### config.mk
export PLATFORM = sky130hd
export DESIGN_NAME = jstepper_clkgen
export DESIGN_NICKNAME = d
export VERILOG_FILES = /design/src/rtl/jstepper_clkgen.sv
export SDC_FILE = /design/constraint.sdc
export NUM_CORES = 1
export LEC_CHECK = 0
export ABC_CLOCK_PERIOD_IN_PS = 2830
export CAP_MARGIN = 10
export CORE_MARGIN = 2
export CORE_UTILIZATION = 53
export DETAILED_ROUTE_END_ITERATION = 16
export PLACE_DENSITY_LB_ADDON = 0.05
export SLEW_MARGIN = 40
export SYNTH_ARGS = -nofsm -noshare
export SYNTH_HDL_FRONTEND = slang
export SYNTH_SLANG_ARGS = --single-unit
### constraint.sdc
create_clock -name clk -period 2.83 [get_ports clk]
set_clock_uncertainty 0.15 [all_clocks]
set_input_delay 0.283 -clock clk [delete_from_list [all_inputs] [get_ports clk]]
set_output_delay 0.283 -clock clk [all_outputs]
set_load 0.05 [all_outputs]
### src/rtl/jstepper_clkgen.sv
// Four-phase CPU clock and one-hot 6-step sequencer with halt,
// resume and single-instruction stepping, all outputs registered.
module jstepper_clkgen #(
  parameter int unsigned DIV        = 1,
  parameter bit          AUTO_START = 1'b1,
  parameter int unsigned CNT_W      = 16
) (
  input  logic             clk,
  input  logic             reset,
  input  logic             halt,
  input  logic             run,
  input  logic             step_req,
  output logic             CLK_clk,
  output logic             CLK_clkd,
  output logic             CLK_clke,
  output logic             CLK_clks,
  output logic [5:0]       STP_bus,
  output logic             running,
  output logic [CNT_W-1:0] instr_count
);

  typedef enum logic [1:0] {
    ST_STOPPED,
    ST_RUN,
    ST_HALTED
  } state_t;

  localparam logic [7:0] PRE_MAX = 8'(DIV - 1);

  state_t     st_q, st_d;
  logic [1:0] ph_q, ph_d;
  logic [2:0] stp_q, stp_d;
  logic [7:0] pre_q, pre_d;
  logic       hp_q, hp_d;

  logic [CNT_W-1:0] cnt_d;
  logic             run_d;
  logic             clk_d, clkd_d;
  logic             clke_d, clks_d;
  logic [5:0]       bus_d;
  logic             go;
  logic             hp_any;

  assign go = run | step_req
            | (AUTO_START && st_q == ST_STOPPED);
  assign hp_any = hp_q | halt;

  always_comb begin
    st_d  = st_q;
    ph_d  = ph_q;
    stp_d = stp_q;
    pre_d = pre_q;
    hp_d  = hp_q;
    cnt_d = instr_count;
    unique case (st_q)
      ST_STOPPED, ST_HALTED: begin
        if (go) begin
          st_d  = ST_RUN;
          ph_d  = 2'd0;
          stp_d = 3'd0;
          pre_d = 8'd0;
          // step_req arms an automatic halt at the next boundary
          hp_d  = step_req & ~run;
        end
      end
      ST_RUN: begin
        hp_d = hp_any;
        if (pre_q != PRE_MAX) begin
          pre_d = pre_q + 8'd1;
        end else begin
          pre_d = 8'd0;
          ph_d  = ph_q + 2'd1;
          if (ph_q == 2'd3) begin
            if (stp_q == 3'd5) begin
              stp_d = 3'd0;
              cnt_d = instr_count + CNT_W'(1);
              if (hp_any) begin
                st_d = ST_HALTED;
                hp_d = 1'b0;
              end
            end else begin
              stp_d = stp_q + 3'd1;
            end
          end
        end
      end
      default: begin
        st_d = ST_STOPPED;
        hp_d = 1'b0;
      end
    endcase
  end

  always_comb begin
    run_d  = (st_d == ST_RUN);
    clk_d  = 1'b0;
    clkd_d = 1'b0;
    clke_d = 1'b0;
    clks_d = 1'b0;
    bus_d  = 6'd0;
    if (run_d) begin
      bus_d = 6'd1 << stp_d;
      unique case (1'b1)
        (ph_d == 2'd0): begin
          clk_d  = 1'b1;
          clke_d = 1'b1;
        end
        (ph_d == 2'd1): begin
          clk_d  = 1'b1;
          clkd_d = 1'b1;
          clke_d = 1'b1;
          clks_d = 1'b1;
        end
        (ph_d == 2'd2): begin
          clkd_d = 1'b1;
          clke_d = 1'b1;
        end
        default: begin
          clk_d = 1'b0;
        end
      endcase
    end
  end

  always_ff @(posedge clk) begin
    if (reset) begin
      st_q        <= ST_STOPPED;
      ph_q        <= 2'd0;
      stp_q       <= 3'd0;
      pre_q       <= 8'd0;
      hp_q        <= 1'b0;
      instr_count <= '0;
      running     <= 1'b0;
      CLK_clk     <= 1'b0;
      CLK_clkd    <= 1'b0;
      CLK_clke    <= 1'b0;
      CLK_clks    <= 1'b0;
      STP_bus     <= 6'd0;
    end else begin
      st_q        <= st_d;
      ph_q        <= ph_d;
      stp_q       <= stp_d;
      pre_q       <= pre_d;
      hp_q        <= hp_d;
      instr_count <= cnt_d;
      running     <= run_d;
      CLK_clk     <= clk_d;
      CLK_clkd    <= clkd_d;
      CLK_clke    <= clke_d;
      CLK_clks    <= clks_d;
      STP_bus     <= bus_d;
    end
  end

endmodule

==> results.txt <==
Outcome - finished clean
VDD IR max - 0.0003765 V
Die Area - 4371 sq um
Number of global-route vias before repair - 1683
Initial Utilization - 0.5543
DR pass1 iterations - 7
Port Buffers - 31
Multi-input logic area - 1080 sq um
Via Count - 1869
Fillers - 311
Maximum fanout along the worst path - 8
Tcrit/Tclk final - 0.9316
Initial antenna violation count - 0
Period minus WS final - 2.636 ns
Worst Path Required - 2.88 ns
Mean post-synth cell area - 8.590 sq um
Initial DRC Count - 126
Site row count - 22
Worst-Skew Late Latency - 0.30 ns
Setup TNS - 0 ns
Type of the worst min-delay path - flop to flop
Post-DRT Antenna Nets - 0
Hold_buf cts - 0
Pleak - 0.9335 nW
Share of the synthesized area in the top cell type - 0.4211
Clk pin slew, worst setup/hold paths - 0.08 ns
Critical-path cell list - inv_1 > ha_1 > or4b_1 > buf_4 > or4_1 > nor3_1 > mux2_2
Fmax - 379.3 MHz
Most instantiated cells after synthesis - dfxtp_1, nor2_1, a21oi_1, clkbuf_1, nand2_1
Count leader, synth - dfxtp_1
CTS tree - built
Crit-path slowest cell - or4_1
GPL Wtd Cong - 0.8192
Max Slew Vio Count - 0
Sequential fraction of the synthesis area - 0.4211
Synth Cell Area - 2044 sq um
CTS Root Buffer Type - clkbuf_8
Synth Flop Type - dfxtp_1
Post-synth cell types - 48
Share of cells above drive strength 1 - 0.09665
Routed len/inst - 13.97 um
DRC viols - 0
Die Y - 66.11 um
RSZ-0062 raised after global routing - no
Post-synthesis net count - 249
Gr ovfl total - 0
Final setup viols - 0
Clock sinks - 43
Buffer and inverter count on the worst path - 2
Nets@finish - 279
Largest net degree at the start of global routing - 39
Worst Tran Pin Value - 0.6523 ns
CTS Buf Count - 5
Hold slack - 0.3556 ns
Antenna Cells - 0
Worst path top cell family by delay - simple AND/OR/NAND/NOR gates
CP Capture Type - flop
Ys Warns - 0
Syn Inst Count - 238
Critical Path Max Stage Delay - 0.62 ns
Post-CTS Setup Repair Bufs - 0
Worst slew margin - 0.5596
Core Region - 3689 sq um
Crit start category - flop
Post-synth EDFFs - 0
Cts repair resizes - 0
Async S/R FF share, synth - 0
Area Overhead vs Synth - 23.13%
Chip Width - 66.11 um
Routed WL - 4429 um
Flops & latches, synth - 43
Number of max-cap violations - 0
Critical path arrival - 2.68 ns
Detailed Place HPWL - 3071 um
CTS HTree Levels - 2
Fin. Hold Viols - 0
Ranking of synthesized cells by area - dfxtp_1, nor2_1, a21oi_1
Setup CP Type - flop to flop
Global Route Usage Sum - 0.2269
# IOs - 32
Register Area - 860.8 sq um
Vias per std cell - 5.896
Leading area contributor after synthesis - dfxtp_1
First-pass GRT wire length - 7631 um
P per Cell Area - 467.4 nW/um^2
Clk buf depth - 2
==> power breakdown <==
group          switching, mW  leakage (nW)  internal, mW
Clock                  0.219        0.0581         0.263
Combinational         0.0498         0.526        0.0274
Sequential           0.00475         0.349         0.613
Total                  0.273         0.934         0.903
==> worst min-delay path, cell delays in order (launching register included) <==
cell,delay [ns]
dfxtp_1,0.34
o31ai_1,0.07
a21oi_1,0.06
==> placed cells by master, fill, tap and decap left out, types with 2 or more instances in the layout <==
cell type	count
o21ai_0	9
mux2_2	7
o31ai_1	3
or3_1	8
a311oi_1	3
clkdlybuf4s50_1	31
mux2i_1	2
ha_1	6
a31oi_1	2
nor3_1	10
or4_1	6
nor4b_1	4
o311a_1	3
and3_1	3
nor2_1	25
inv_1	9
a21oi_1	16
nand4_1	4
nor4_1	7
buf_4	8
clkbuf_8	5
nand2_1	12
nor2b_1	7
nand3_1	11
dfxtp_1	43
==> worst paths after layout <==
kind / from / end / slack, ns / cells past startpoint
worst min register to register: instr_count[8] / instr_count[8] / 0.36 / 2
worst max-delay path: pre_q[0] / instr_count[4] / 0.19 / 7
worst min-delay path: instr_count[8] / instr_count[8] / 0.36 / 2
worst max register to register: pre_q[0] / instr_count[4] / 0.19 / 7
==> cell families (layout without fill, tap and decap cells) <==
kind of cell	Yosys count	after routing	share of synthesized area
AOI/OAI and AO/OA	48	48	0.1561
xor gates and xnor gates	1	1	0.004285
adders and majority gates	6	6	0.03672
buffers and inverters	25	56	0.05079
DFF	43	43	0.4211
muxes	9	9	0.04835
and+or+nand+nor	106	106	0.2827
==> state kept, by name, indices dropped and copies added (netlist names) <==
signal,cells
CLK_clks,1
hp_q,1
CLK_clk,1
instr_count,16
pre_q,8
stp_q,3
st_q,2
running,1
CLK_clkd,1
STP_bus,6
ph_q,2
CLK_clke,1
==> metrics by stage <==
stage,worst slack [ns],cell area (sq um),total power [mW],cells,utilization
4_1_cts,0.1985,2517,1.188,317,0.6825
3_3_place_gp,0.2545,2405,0.7085,309,0.6520
3_5_place_dp,0.2046,2405,0.7100,309,0.6520
6_report,0.1936,2517,1.177,317,0.6825
5_1_grt,0.03973,2517,1.220,317,0.6825
2_1_floorplan,0.3296,2044,0.6822,238,-
==> layout make-up <==
cell class,count,share of cell area
clock inverters,3,0.01740
multi-input cells,170,0.4289
repair buffers,39,0.1471
clock buffers,5,0.02734
well taps,48,0.02386
inverters,9,0.01342
flip-flops and latches,43,0.3419
==> routing by layer <==
| layer | global-route usage | up-vias | routed length, um |
|---|---|---|---|
| met3 | 0.05792 | 5 | 209 |
| met2 | 0.3663 | 44 | 2101 |
| met4 | 0.09949 | 0 | 63 |
| met1 | 0.2843 | 885 | 2055 |
| met5 | 0 | - | 0 |
| li1 | - | 935 | - |
Power figures use the tool's default switching activity.
